File: src/rtl/tree_mem_pkg.sv
`default_nettype none
// ============================================================================
//  Package     : tree_mem_pkg
//  Description : Shared types for the tree node memory arbiter: FSM state
//                encoding, read-return tag record and an address-width helper.
//  Revision    : 1.0 - initial release
// ============================================================================
package tree_mem_pkg;

    // Widest stage index a tag can carry (up to 256 requesting stages)
    localparam int c_STAGE_IDX_W = 8;

    typedef enum logic [1:0] {
        RUN   = 2'd0,
        DRAIN = 2'd1,
        CFG   = 2'd2
    } state_t;

    typedef struct packed {
        logic                     valid;
        logic [c_STAGE_IDX_W-1:0] stage;
    } tag_t;

    // Address width for a given depth, never narrower than one bit
    function automatic int addr_w(input int depth);
        return (depth > 1) ? $clog2(depth) : 1;
    endfunction

endpackage
`default_nettype wire

File: src/rtl/tree_node_mem_arbiter_rr.sv
`default_nettype none
// ============================================================================
//  Module      : rr_arbiter
//  Description : Combinational round-robin selector. Picks the first eligible
//                requester at or above i_ptr, wrapping around. The pointer
//                register itself is owned by the parent.
//  Revision    : 1.0 - initial release
// ============================================================================
module rr_arbiter #(
    parameter int NUM_STAGES = 4
) (
    input  logic [NUM_STAGES-1:0]         i_eligible,
    input  logic [$clog2(NUM_STAGES)-1:0] i_ptr,
    output logic                          o_valid,
    output logic [$clog2(NUM_STAGES)-1:0] o_idx
);

    localparam int SW = $clog2(NUM_STAGES);

    logic [2*NUM_STAGES-1:0] w_rot;
    int                      w_sum;

    // Rotate the eligible vector so bit 0 is the pointer stage, then take the first set bit
    always_comb begin
        o_valid = 1'b0;
        o_idx   = '0;
        w_sum   = 0;
        w_rot   = {i_eligible, i_eligible} >> i_ptr;
        for (int k = 0; k < NUM_STAGES; k++) begin
            if (!o_valid && w_rot[k]) begin
                o_valid = 1'b1;
                w_sum   = int'(i_ptr) + k;
                if (w_sum >= NUM_STAGES) begin
                    w_sum = w_sum - NUM_STAGES;
                end
                o_idx = SW'(w_sum);
            end
        end
    end

endmodule
`default_nettype wire

File: src/rtl/tree_node_mem_arbiter.sv
`default_nettype none
// ============================================================================
//  Module      : tree_node_mem_arbiter
//  Description : Shares one single-ported synchronous node RAM between the
//                pipeline stages. Round-robin read arbitration, tagged read
//                return with per-stage memRdy, and a configuration write port
//                that first drains every in-flight read.
//                Optional statistics counters: define TREE_MEM_STATS_EN.
//  Revision    : 1.0 - initial release
// ============================================================================
module tree_node_mem_arbiter
    import tree_mem_pkg::*;
#(
    parameter int NUM_STAGES = 4,
    parameter int NUM_NODES  = 32,
    parameter int WORD_W     = 64,
    parameter int RD_LAT     = 1
) (
    input  logic                                  clk,
    input  logic                                  rst,
    input  logic [NUM_STAGES-1:0]                 req,
    input  logic [NUM_STAGES*$clog2(NUM_NODES)-1:0] reqAddr,
    output logic [NUM_STAGES-1:0]                 memRdy,
    output logic [WORD_W-1:0]                     rdData,
    input  logic                                  cfgValid,
    input  logic [$clog2(NUM_NODES)-1:0]          cfgAddr,
    input  logic [WORD_W-1:0]                     cfgData,
    output logic                                  cfgReady,
    output logic                                  ramEn,
    output logic                                  ramWe,
    output logic [$clog2(NUM_NODES)-1:0]          ramAddr,
    output logic [WORD_W-1:0]                     ramWdata,
    input  logic [WORD_W-1:0]                     ramRdata,
    output logic                                  busy
`ifdef TREE_MEM_STATS_EN
    ,
    output logic [31:0]                           grantCount,
    output logic [31:0]                           stallCount
`endif
);

    localparam int AW = addr_w(NUM_NODES);
    localparam int SW = addr_w(NUM_STAGES);
    localparam int CW = $clog2(RD_LAT + 1) + 1;

    state_t                r_state;
    logic [SW-1:0]         r_ptr;
    logic [NUM_STAGES-1:0] r_outstanding;
    logic [CW-1:0]         r_inflight;
    tag_t                  r_tags [RD_LAT];

    logic [NUM_STAGES-1:0] w_eligible;
    logic [NUM_STAGES-1:0] w_grant_mask;
    logic [NUM_STAGES-1:0] w_ret_mask;
    logic                  w_arb_valid;
    logic                  w_grant;
    logic [SW-1:0]         w_arb_idx;
    logic [SW-1:0]         w_ptr_next;
    tag_t                  w_tail;

    // A stage with a read in flight is masked even if it keeps req high
    assign w_eligible = req & ~r_outstanding;

    rr_arbiter #(
        .NUM_STAGES (NUM_STAGES)
    ) u_arb (
        .i_eligible (w_eligible),
        .i_ptr      (r_ptr),
        .o_valid    (w_arb_valid),
        .o_idx      (w_arb_idx)
    );

    // A pending configuration request blocks new grants in the same cycle
    assign w_grant      = (r_state == RUN) && !cfgValid && w_arb_valid;
    assign w_grant_mask = w_grant ? (NUM_STAGES'(1) << w_arb_idx) : '0;
    assign w_ptr_next   = (w_arb_idx == SW'(NUM_STAGES - 1)) ? '0 : w_arb_idx + 1'b1;
    assign w_tail       = r_tags[RD_LAT-1];

    // Decode the tag leaving the pipe into a one-hot return vector
    always_comb begin
        w_ret_mask = '0;
        for (int i = 0; i < NUM_STAGES; i++) begin
            w_ret_mask[i] = w_tail.valid && (w_tail.stage == c_STAGE_IDX_W'(i));
        end
    end

    // RAM strobes follow the arbitration result or the accepted config write in the same cycle
    always_comb begin
        ramEn    = 1'b0;
        ramWe    = 1'b0;
        ramAddr  = '0;
        ramWdata = '0;
        if (w_grant) begin
            ramEn   = 1'b1;
            ramAddr = reqAddr[w_arb_idx*AW +: AW];
        end else if ((r_state == CFG) && cfgValid) begin
            ramEn    = 1'b1;
            ramWe    = 1'b1;
            ramAddr  = cfgAddr;
            ramWdata = cfgData;
        end
    end

    assign cfgReady = (r_state == CFG);
    assign busy     = (r_inflight != '0) || (r_state != RUN);

    // Control FSM, round-robin pointer, outstanding mask, in-flight count and read return
    always_ff @(posedge clk or posedge rst) begin
        if (rst) begin
            r_state       <= RUN;
            r_ptr         <= '0;
            r_outstanding <= '0;
            r_inflight    <= '0;
            memRdy        <= '0;
            rdData        <= '0;
        end else begin
            case (r_state)
                RUN:     if (cfgValid)             r_state <= DRAIN;
                DRAIN:   if (r_inflight == '0)     r_state <= CFG;
                CFG:     if (!cfgValid)            r_state <= RUN;
                default:                           r_state <= RUN;
            endcase
            if (w_grant) begin
                r_ptr <= w_ptr_next;
            end
            r_outstanding <= (r_outstanding & ~w_ret_mask) | w_grant_mask;
            memRdy        <= w_ret_mask;
            if (w_tail.valid) begin
                rdData <= ramRdata;
            end
            case ({w_grant, w_tail.valid})
                2'b10:   r_inflight <= r_inflight + 1'b1;
                2'b01:   r_inflight <= r_inflight - 1'b1;
                default: r_inflight <= r_inflight;
            endcase
        end
    end

    // Tag pipe tracks which stage owns the RAM data emerging RD_LAT cycles later
    always_ff @(posedge clk or posedge rst) begin
        if (rst) begin
            for (int i = 0; i < RD_LAT; i++) begin
                r_tags[i] <= '0;
            end
        end else begin
            r_tags[0] <= '{valid: w_grant, stage: c_STAGE_IDX_W'(w_arb_idx)};
            for (int i = 1; i < RD_LAT; i++) begin
                r_tags[i] <= r_tags[i-1];
            end
        end
    end

`ifdef TREE_MEM_STATS_EN
    logic w_stall;
    assign w_stall = (|req) && !w_grant;

    // Saturating grant and stall statistics
    always_ff @(posedge clk or posedge rst) begin
        if (rst) begin
            grantCount <= '0;
            stallCount <= '0;
        end else begin
            if (w_grant && (grantCount != '1)) begin
                grantCount <= grantCount + 1'b1;
            end
            if (w_stall && (stallCount != '1)) begin
                stallCount <= stallCount + 1'b1;
            end
        end
    end
`endif

endmodule
`default_nettype wire

File: config.mk
export PLATFORM = sky130hd
export DESIGN_NAME = tree_node_mem_arbiter
export DESIGN_NICKNAME = d
export VERILOG_FILES = /design/src/rtl/tree_mem_pkg.sv /design/src/rtl/tree_node_mem_arbiter_rr.sv /design/src/rtl/tree_node_mem_arbiter.sv
export SDC_FILE = /design/constraint.sdc
export NUM_CORES = 1
export LEC_CHECK = 0
export ABC_AREA = 1
export CAP_MARGIN = 20
export CORE_ASPECT_RATIO = 0.5
export CORE_MARGIN = 10
export CORE_UTILIZATION = 38
export DETAILED_ROUTE_END_ITERATION = 16
export PLACE_DENSITY = 0.87
export SKIP_CTS_REPAIR_TIMING = 1
export SLEW_MARGIN = 20
export SYNTH_ARGS = -nofsm -noshare
export SYNTH_HDL_FRONTEND = slang
export SYNTH_SLANG_ARGS = --single-unit
export TNS_END_PERCENT = 100
File: constraint.sdc
create_clock -name clk -period 8.5 [get_ports clk]
set_input_delay 2.55 -clock clk [delete_from_list [all_inputs] [get_ports clk]]
set_output_delay 2.55 -clock clk [all_outputs]
set_load 0.01 [all_outputs]
==> Word level (Yosys, flattened, before mapping) <==
Index checks and enable logic that the tools add are counted.
{ "totals": {"reg_bits": 81, "inputBits": 160, "wordCells": 90} }
{ "op_classes": {"n_addsub": 10, "multipliers": 1, "magnitude_cmp": 4, "n_eq_ne": 11, "shifts": 3, "muxes": 26, "bitwise_logic": 5, "n_reduce_logical": 22} }
{ "op_table": {"columns": ["cell", "n"], "rows": [
  ["64-bit 2-to-1 mux", 2],
  ["2-bit 2-to-1 mux", 12],
  ["20-bit by 6-bit variable part select with 5-bit output", 1],
  ["2-bit equality test (second input constant)", 5],
  ["1-bit logical AND", 10],
  ["5-bit 2-to-1 mux", 2],
  ["2-bit by 1-bit subtractor with 2-bit output (second input constant)", 5],
  ["3-bit >= comparator (second input constant)", 3],
  ["4-bit AND", 2],
  ["8-bit zero test", 1],
  ["4-bit NOT", 2],
  ["8-bit by 2-bit >> shifter with 4-bit output", 1],
  ["1-bit 2-to-1 mux", 7],
  ["2-bit by 2-bit adder with 3-bit output (second input constant)", 2],
  ["2-bit by 1-bit equality test with 1-bit output (second input constant)", 3],
  ["2-bit inequality test (second input constant)", 3],
  ["2-bit one-hot mux with 3 select lines", 1],
  ["2-bit nonzero test", 3],
  ["2-bit by 3-bit multiplier with 5-bit output (second input constant)", 1],
  ["2-bit by 1-bit adder with 2-bit output (second input constant)", 2],
  ["1-bit zero test", 4],
  ["2-bit zero test", 2],
  ["4-bit 2-to-1 mux", 1],
  ["4-bit OR", 1],
  ["other kinds (6)", 6]
]} }

==> Logic depth before layout (Yosys ltp) <==
Gate-level depths: netlist of the first run.
{ "depth": {"depth_word": 16, "mapped_depth": 16, "ltp_nobuf": 14} }

==> Cells and area by module <==
From an unflattened synthesis of the first run, not the netlist that was laid out.
{ "unflattened": {"hier_cells": 594, "area_unflattened_um2": 4310.4} }
{ "by_module_without_submodules": {"columns": ["mod", "instances", "cells_per_inst", "area_each_um2", "seq_area_each_um2"], "rows": [
  ["tree_node_mem_arbiter", 1, 541, 3980.1, 2026.9],
  ["rr_arbiter", 1, 53, 330.3, 0.0]
]} }

==> Worst setup path after synthesis of the first run <==
OpenSTA, ideal clock, no wires.
{ "synth_path": {"path_kind": "input to output", "start": "input port req[1]", "end": "output port ramAddr[3]", "arrival_time_ns": 3.536, "t_required_ns": 5.950, "slack_ns": 2.414, "path_stages": 14, "path_buffers": 1, "cell_sequence": "nand3_1 -> nand3_1 -> nand2_1 -> inv_2 -> nand3_1 -> nand3_2 -> nand2_4 -> buf_6 -> nand2_1 -> nand2_1 -> nand2_1 -> nand2_1 -> nand2_1 -> nand2_1"} }
{ "synth_between": {"elab_chain_cells": 15} }
{ "synth_lines": {"columns": ["item", "line", "rtl"], "rows": [
  ["start, declared", "tree_node_mem_arbiter.sv:21", "input logic [NUM_STAGES-1:0] req,"],
  ["4-bit AND (*)", "tree_node_mem_arbiter.sv:62", "assign w_eligible = req & ~r_outstanding;"],
  ["8-bit by 2-bit >> shifter with 4-bit output (*)", "tree_node_mem_arbiter_rr.sv:28", "w_rot = {i_eligible, i_eligible} >> i_ptr;"],
  ["1-bit 2-to-1 mux", "tree_node_mem_arbiter_rr.sv:30", "if (!o_valid && w_rot[k]) begin"],
  ["1-bit zero test", "tree_node_mem_arbiter_rr.sv:30", null],
  ["1-bit logical AND", "tree_node_mem_arbiter_rr.sv:30", null],
  ["1-bit 2-to-1 mux", "tree_node_mem_arbiter_rr.sv:30", null],
  ["1-bit zero test", "tree_node_mem_arbiter_rr.sv:30", null],
  ["1-bit logical AND", "tree_node_mem_arbiter_rr.sv:30", null],
  ["1-bit 2-to-1 mux", "tree_node_mem_arbiter_rr.sv:30", null],
  ["1-bit zero test", "tree_node_mem_arbiter_rr.sv:30", null],
  ["1-bit logical AND", "tree_node_mem_arbiter_rr.sv:30", null],
  ["2-bit 2-to-1 mux", "tree_node_mem_arbiter_rr.sv:30", null],
  ["2-bit by 3-bit multiplier with 5-bit output", "tree_node_mem_arbiter.sv:95", "ramAddr = reqAddr[w_arb_idx*AW +: AW];"],
  ["20-bit by 6-bit variable part select with 5-bit output", "tree_node_mem_arbiter.sv:95", null],
  ["5-bit 2-to-1 mux (*)", "tree_node_mem_arbiter.sv:93", "if (w_grant) begin"],
  ["end, declared", "tree_node_mem_arbiter.sv:31", "output logic [$clog2(NUM_NODES)-1:0] ramAddr,"]
]} }
Every way passes the cells marked *; elsewhere a longest branch is shown, timed or not.

==> Worst setup path in the final report of the first run <==
{ "layout_path": {"start": "input port req[0]", "end": "output port ramAddr[3]"} }
Same word-level chain as after synthesis.

==> results.toml, run 1 <==
[drt]
viasPerCell = 4.51
drc = 0
ant_nets = 0
drt_iter0_markers = 363
wl_per_cell_um = 16.5
drtPass1Iterations = 5
routed_wl_um = 16900
vias = 4610

[global_routing]
overflow = 0
grt_max_degree = 70
grt_pass1_wl_um = 25500
use_met3 = 0.0497
grt_pass1_vias = 4667
grt_use_met1 = 0.209
met2_usage = 0.402
busiest_layer = "met2"
grt_usage = 0.202
antenna_found_initial = 0

[power]
power_leakage_uw = 0.00366
power.density_nw_per_um2 = 144
ir_drop_v = 0.0000852

[synthesis]
synth_area_um2 = 4170
yosysSeqAreaShare = 0.486
ys_types = 27
synth-seq-cells = 81
yosys_warnings = 0
syn-num-nets = 753
syn_area_per_cell_um2 = 7.04
syn-instance-count = 592

[placed_design]
placement.io_buffers = 300
preCtsSetupSlack_ns = 1.12
place.gp.congestion = 0.913
place_area_um2 = 7240
dp_hpwl_um = 13600

[worst_setup_path]
crit_fanout = 14
critPathKind = "in -> out"
cp.arrival_ns = 4.87
worstPathRequired_ns = 5.95
crit_path_start_kind = "primary input"
end_kind = "output pin"

[finish]
syn_to_final_growth_pct = 81.6
n_fill_cell = 829
mostFrequentLayoutCells = "300 x clkdlybuf4s50_1, 258 x nand2_1, 87 x inv_1"
final_common_cell = "clkdlybuf4s50_1"
finalNetCount = 1039
n_antenna_cell = 0
drive_gt1_frac = 0.0464
design_area_um2 = 7570

[clock_network]
cts_buffers = 9
cts_tree = "yes"
cts_root_buffer = "clkbuf_16"
insertion_delay_ns = 0.33
htree_levels = 3
clk_pin_slew_ns = 0.06
clock-sinks = 81
cts_buffer_depth = 2

[timing]
hold_violations = 0
min_period_over_period = 0.873
timing.hold.ws_ns = 0.465
max_slew.worst_pin.slew_ns = 0.936
min_period_ns = 7.42
setup_tns_ns = 0
finalSetupViolCount = 0
fin_ws_ns = 1.08
maxSlewViolCount = 0
slew_headroom = 0.376
grt_setup_unrepaired = "false"
finClkSkew_ns = 0.00269
fmax_mhz = 135

[die]
std_cell_rows = 26
design.core.area_um2 = 10400
die_y_um = 94.1
pin_count = 301
initial_core_util = 0.399
dieWidth_um = 168
die-area_um2 = 15800

[job]
drv_cap = 0

[outcome]
outcome = "complete, no violations"

[worst_hold_path]
holdCritPathClass = "reg -> reg"
-- layout make-up --
type	instances	area, um2	share of cell area
multi-input cells	390	1660	0.220
inverters	94	358	0.0473
well taps	140	175	0.0231
flip-flops and latches	81	2030	0.268
clock inverters	2	60.1	0.00794
clock buffers	14	264	0.0349
repair buffers	302	3020	0.399
-- worst max-delay path: stages --
cell and delay [ns]:
clkdlybuf4s50_1 0.51, nand3_1 0.11, nand3_1 0.10, nand2_1 0.12, nand3_1 0.12, nand3_2 0.22
nand2_4 0.25, nand2_1 0.07, nand2_1 0.06, nand2_1 0.05, nand2_1 0.07, nand2_1 0.05
nand2_1 0.06, clkdlybuf4s50_1 0.54
-- synthesized netlist by cell type (all sizes together) --
| cell type | instances | area share |
|---|---|---|
| a21oi | 1 | 0.0021 |
| buf | 8 | 0.013 |
| clkbuf | 19 | 0.017 |
| dfrtp | 81 | 0.49 |
| ha | 1 | 0.0030 |
| inv | 94 | 0.085 |
| nand2 | 263 | 0.24 |
| nand3 | 36 | 0.055 |
| nand3b | 3 | 0.0084 |
| nand4 | 2 | 0.0030 |
| nor2 | 68 | 0.062 |
| nor3 | 4 | 0.0048 |
| o21ai | 7 | 0.0084 |
| o22ai | 1 | 0.0015 |
| o31ai | 1 | 0.0018 |
| xor2 | 3 | 0.0063 |
-- report_power, final --
| group | switching [uW] | internal (uW) |
|---|---|---|
| Combinational | 121 | 158 |
| Sequential | 2.32 | 390 |
| Clock | 143 | 274 |
-- state kept, by name, indices dropped and copies added, names as in the netlist --
signal         count
rdData            64
memRdy             4
r_outstanding      4
r_tags             3
r_inflight         2
r_ptr              2
r_state            2
-- metal layers --
layer	routed length, um	up-vias
met1	5930	2129
li1	-	2309
met5	0	-
met4	295	0
met2	9740	149
met3	921	23
-- kinds of logic (layout without fill, tap and decap cells) --
group / after synthesis / after routing / share of synthesized area
AO/OA/AOI/OAI: 10 / 10 / 0.0138
adder cells (fa/ha/maj): 1 / 1 / 0.00300
AND/OR/NAND/NOR: 376 / 376 / 0.375
XOR/XNOR: 3 / 3 / 0.00631
buffers and inverters: 121 / 412 / 0.116
flip-flops: 81 / 81 / 0.486
-- worst paths after layout --
kind	from	endpoint	cells past startpoint	slack [ns]
setup / recovery	req[0]	ramAddr[3]	14	1.08
hold / removal	rdData[37]	rdData[37]	2	0.47
setup reg to reg	r_tags[8]	r_outstanding[1]	3	5.91
hold reg to reg	rdData[37]	rdData[37]	2	0.47
max in group asynchronous	rst	r_tags[8]	3	4.85
min in group asynchronous	rst	rdData[24]	2	2.49
-- stage by stage --
stage	cells	utilization	total power, uW
finish	1023	0.725	1090
global route	1023	0.725	1130
CTS	1023	0.724	1100
detailed placement	1007	0.693	678
global placement	1007	0.693	675
floorplan	592	-	487
Note: power is estimated with default switching activity, not from simulation.
==> run 2, diff against run 1 <==
--- a/config.mk
+++ b/config.mk
@@ -11,6 +11,7 @@
 export CORE_MARGIN = 10
 export CORE_UTILIZATION = 38
 export DETAILED_ROUTE_END_ITERATION = 16
+export MAX_ROUTING_LAYER = met4
 export PLACE_DENSITY = 0.87
 export SKIP_CTS_REPAIR_TIMING = 1
 export SLEW_MARGIN = 20
==> run 2 against run 1 <==
Against the previous run: clock skew barely moved; sequential cell count unchanged; sequential power about the same; fmax about the same; power hardly changed; critical path depth is the same; die area unchanged; worst hold slack improved by 0.00055 ns.
==> results.toml, run 2 (synthesis results as in run 1) <==
[placed_design]
placed_cells = 1007
dp_hpwl_um = 13600
placement.io_buffers = 300
place.gp.congestion = 0.928

[worst_hold_path]
holdCritPathClass = "reg -> reg"
min-delay-start = "rdData[37]"
min_path_cells = 2

[power]
ir_drop_v = 0.0000848
seqPwrFrac = 0.360
pwr-share-clk = 0.383
pwr-share-comb = 0.257
switchingPower_uw = 267
switching_share = 0.245
p_int_uw = 821
power_leakage_uw = 0.00366
power.density_nw_per_um2 = 144

[finish]
n_antenna_cell = 0
largest_reg_flops = 64
drive_gt1_frac = 0.0464
largestRegisters = "rdData (64), memRdy (4), r_outstanding (4)"
largest-register = "rdData"
syn_to_final_growth_pct = 81.6
finalNetCount = 1039
final_cells = 1023
mostFrequentLayoutCells = "300 x clkdlybuf4s50_1, 258 x nand2_1, 87 x inv_1"
final_common_cell = "clkdlybuf4s50_1"

[global_routing]
grt_pass1_wl_um = 25500
grt_pass1_vias = 4666
overflow = 0
antenna_found_initial = 0
grt_usage = 0.208
grt_max_degree = 70

[worst_setup_path]
cp.arrival_ns = 4.86
critPathKind = "in -> out"
crit_family = "simple AND/OR/NAND/NOR gates"
r2r-start = "r_tags[8]"
crit_cells = 14
critPathSlowestCell = "clkdlybuf4s50_1"
path_buf_inv = 2
end_kind = "output pin"
crit_chain = "clkdlybuf4s50_1 > nand3_1 > nand3_1 > nand2_1 > nand3_1 > nand3_2 > nand2_4 > nand2_1 > nand2_1 > nand2_1 > nand2_1 > nand2_1 > nand2_1 > clkdlybuf4s50_1"
crit_path_frequent_cell = "nand2_1"
critPathLaunch = "req[2]"
critical-path-max-stage-delay_ns = 0.53
worstPathRequired_ns = 5.95
reg2reg_depth = 3
crit_fanout = 14
crit_path_start_kind = "primary input"

[timing]
fmax_mhz = 135
setup_tns_ns = 0
hold_violations = 0
maxSlewViolCount = 0
max_slew.worst_pin.slew_ns = 0.933
grt_setup_unrepaired = "false"
min_period_over_period = 0.872
finalSetupViolCount = 0
finClkSkew_ns = 0.00245
min_period_ns = 7.41
slew_headroom = 0.378

[clock_network]
cts_buffers = 9
insertion_delay_ns = 0.33
htree_levels = 3
cts_tree = "yes"
clock-sinks = 81
cts_buffer_depth = 2
clk_pin_slew_ns = 0.06
cts_root_buffer = "clkbuf_16"

[drt]
routed_wl_um = 16900
drc = 0
vias = 4604
drtPass1Iterations = 4
viasPerCell = 4.50
drt_iter0_markers = 344
ant_nets = 0
wl_per_cell_um = 16.5

[job]
drv_cap = 0

[die]
std_cell_rows = 26
initial_core_util = 0.399
die-area_um2 = 15800
pin_count = 301
design.core.area_um2 = 10400
die_y_um = 94.1
dieWidth_um = 168

[outcome]
outcome = "complete, no violations"
[run 2: worst reg2reg max path: stages, from the launching register on]
cell and delay [ns]:
dfrtp_4 0.87, clkinv_2 0.93, nor3_1 0.55, o21ai_0 0.15
[run 2: routing by layer]
layer  global-route usage  routed length, um  vias up
met2                0.401               9690      142
met4               0.0584                312        0
met5                    -                  0        -
met1                0.214               6050     2131
li1                     -                  -     2306
met3               0.0401                879       25
[run 2: cell type report]
type / count / area [um2]
Multi-Input combinational cell: 390 / 1660
Clock inverter: 2 / 60.1
Tap cell: 140 / 175
Sequential cell: 81 / 2030
Timing Repair Buffer: 302 / 3020
Clock buffer: 14 / 264
Fill cell: 829 / 2880
Inverter: 94 / 358
[run 2: through the flow]
step	util	cell area (um2)	setup WS, ns	hold slack [ns]	power, uW
after global placement	0.693	7240	1.20	0.453	675
after floorplan	-	4170	2.41	0.441	487
after detailed placement	0.693	7240	1.12	0.457	678
after CTS	0.724	7560	1.11	0.469	1100
after global routing	0.725	7570	0.833	0.482	1130
final	0.725	7570	1.09	0.466	1090
[run 2: final timing paths]
check                              endpoint  slack (ns)
setup / recovery                 ramAddr[0]        1.09
hold / removal                   rdData[37]        0.47
setup reg to reg           r_outstanding[1]        5.88
hold reg to reg                  rdData[37]        0.47
max in group asynchronous         r_tags[8]        4.84
min in group asynchronous        rdData[24]        2.49
[run 2: power by group through the flow]
stage	registers [uW]	clock network, uW	logic, uW
2_1_floorplan	398	0	88.4
3_3_place_gp	398	0	276
3_5_place_dp	399	0	280
4_1_cts	392	424	282
5_1_grt	392	442	300
6_report	392	417	279
==> patch: new RTL, settings of run 2 <==
Build with the macro `TREE_MEM_STATS_EN` defined.
--- a/src/rtl/tree_node_mem_arbiter.sv
+++ b/src/rtl/tree_node_mem_arbiter.sv
@@ -8,6 +8,8 @@
 //                Optional statistics counters: define TREE_MEM_STATS_EN.
 //  Revision    : 1.0 - initial release
 // ============================================================================
+`define TREE_MEM_STATS_EN
+
 module tree_node_mem_arbiter
     import tree_mem_pkg::*;
 #(
Formal check against the unedited RTL (old outputs only; new: grantCount and stallCount): equivalent (Yosys induction, for registers that start in step).
==> patch against run 2 <==
  * Register-to-register slack improved by 0.15 ns
  * Highest routed layer unchanged
  * Combinational power increased to 5.8 times the old value
  * Cell area increased by 64%
  * Synthesized area increased by 92%
  * Largest cell class unchanged
  * Wire length increased by 86%
  * Sequential cell count increased by 64
  * Worst setup slack got worse by 0.48 ns
  * Sequential share of layout area increased by 2.3 points
  * Power increased to 3.2 times the old value
  * First-iteration DRC count increased by 140%
==> patch: results (changes against run 2) <==
metric	value	unit	change
outcome	finished clean		
use_met3	3.19	%	-0.82 points
synthTopCellsByCount	456 x nand2_1, 145 x dfrtp_1, 122 x nor2_1		
synth-seq-area-share	45.4	%	-3.2 points
multiInputGateArea	3670	µm²	+120%
dr.pass1.iters	6		+2
fin_cells	1751		+71%
seq_share	29.2	%	+2.3 points
port-buffer-count	364		+21%
clkbuf_count	20		+6
grtUsageTotal	22.3	%	+1.5 points
relSlewSlack	42.3	%	+4.5 points
buffers	371		+23%
synth_nets	1273		+69%
irDropWorstVdd	170	µV	+100%
grt_max_degree	96		+37%
yosysUniqueCellTypes	36		+33%
nNetsFinal	1626		+56%
insertion_delay	0.41	ns	+0.08 ns
layout.non_clock_inverters	128		+36%
antenna_found_initial	2		+2
nFillCells	1793		+120%
num_vias	8345		+81%
grt_pass1_vias	7757		+66%
clock_skew	0.0113	ns	+0.00880 ns
hpwl	24.7	mm	+82%
globalplace.congestion	0.947		+2.0%
seq_cells	145		+79%
syn-instance-count	1110		+88%
wl_per_cell	18.0	µm	+8.8%
place_inst	1717		+71%
p_leak	5.97	nW	+63%
drive_above_1_share	4.67	%	+0.032 points
buf_share	29.7	%	-10 points
met1_usage	28.4	%	+7.1 points
cts_buffers	17		+8
grtUsageMet2	36.9	%	-3.1 points
critPathArrivalTime	5.35	ns	+0.49 ns
n_antenna_cell	2		+2
max_stage_delay	0.67	ns	+0.14 ns
initialDrtViolationCount	820		+140%
multi_input_cells	800		+110%
top_regs	rdData: 64 flops, grantCount: 32 flops, stallCount: 32 flops		
[patch: cell count changes after synthesis, sizes merged, moves of 15 or more]
| cell | delta |
|---|---|
| o21ai | +16 |
| nand3 | +19 |
| xor2 | +41 |
| dfrtp | +64 |
| nor2 | +59 |
| nand2 | +198 |
| nor4 | +15 |
| inv | +33 |
| nor3 | +25 |
| xnor2 | +20 |
[patch: through the flow]
step | cell area, µm² | setup slack (ns)
global placement | 11800 | 0.624
global route | 12400 | 0.391
detailed placement | 11800 | 0.648
floorplan | 7990 | 2.06
CTS | 12400 | 0.636
finish | 12400 | 0.601
[patch: path summary, 6_finish.rpt]
path	start	end	slack (ns)	cells past startpoint
min in group asynchronous	rst	rdData[4]	2.70	2
worst min register to register	rdData[28]	rdData[28]	0.47	2
worst min-delay path	rdData[28]	rdData[28]	0.47	2
max in group asynchronous	rst	r_tags[8]	4.55	3
worst max-delay path	req[1]	ramAddr[1]	0.60	14
worst max register to register	r_ptr[0]	r_ptr[1]	6.03	11
[patch: cell families (layout without fill, tap and decap cells)]
family	count (synthesis)	count (layout)	share of synthesized area, %
and+or+nand+nor	704	704	36.3
buffers and inverters	165	531	8.60
DFF	145	145	45.4
xor gates and xnor gates	64	64	7.11
AOI/OAI and AO/OA	29	29	2.07
adders and majority gates	3	3	0.470
other	0	2	0
[patch: tightest hold or removal path: cells and delay by family (launching register included)]
kind	cells	cell delay (ns)
flip-flops	1	0.34
AND/OR/NAND/NOR	2	0.10
[patch: where the power goes]
part           leakage (nW)  switching, mW  internal, mW
registers              1.87          0.184         0.924
logic                  3.82          0.918         0.717
clock network         0.282          0.301         0.471
total                  5.97           1.40          2.11
[patch: routing by layer]
metal,share of wire [%],vias up
li1,-,4113
met1,43,3929
met2,51,275
met3,4.7,28
met4,1.4,0
met5,0,-
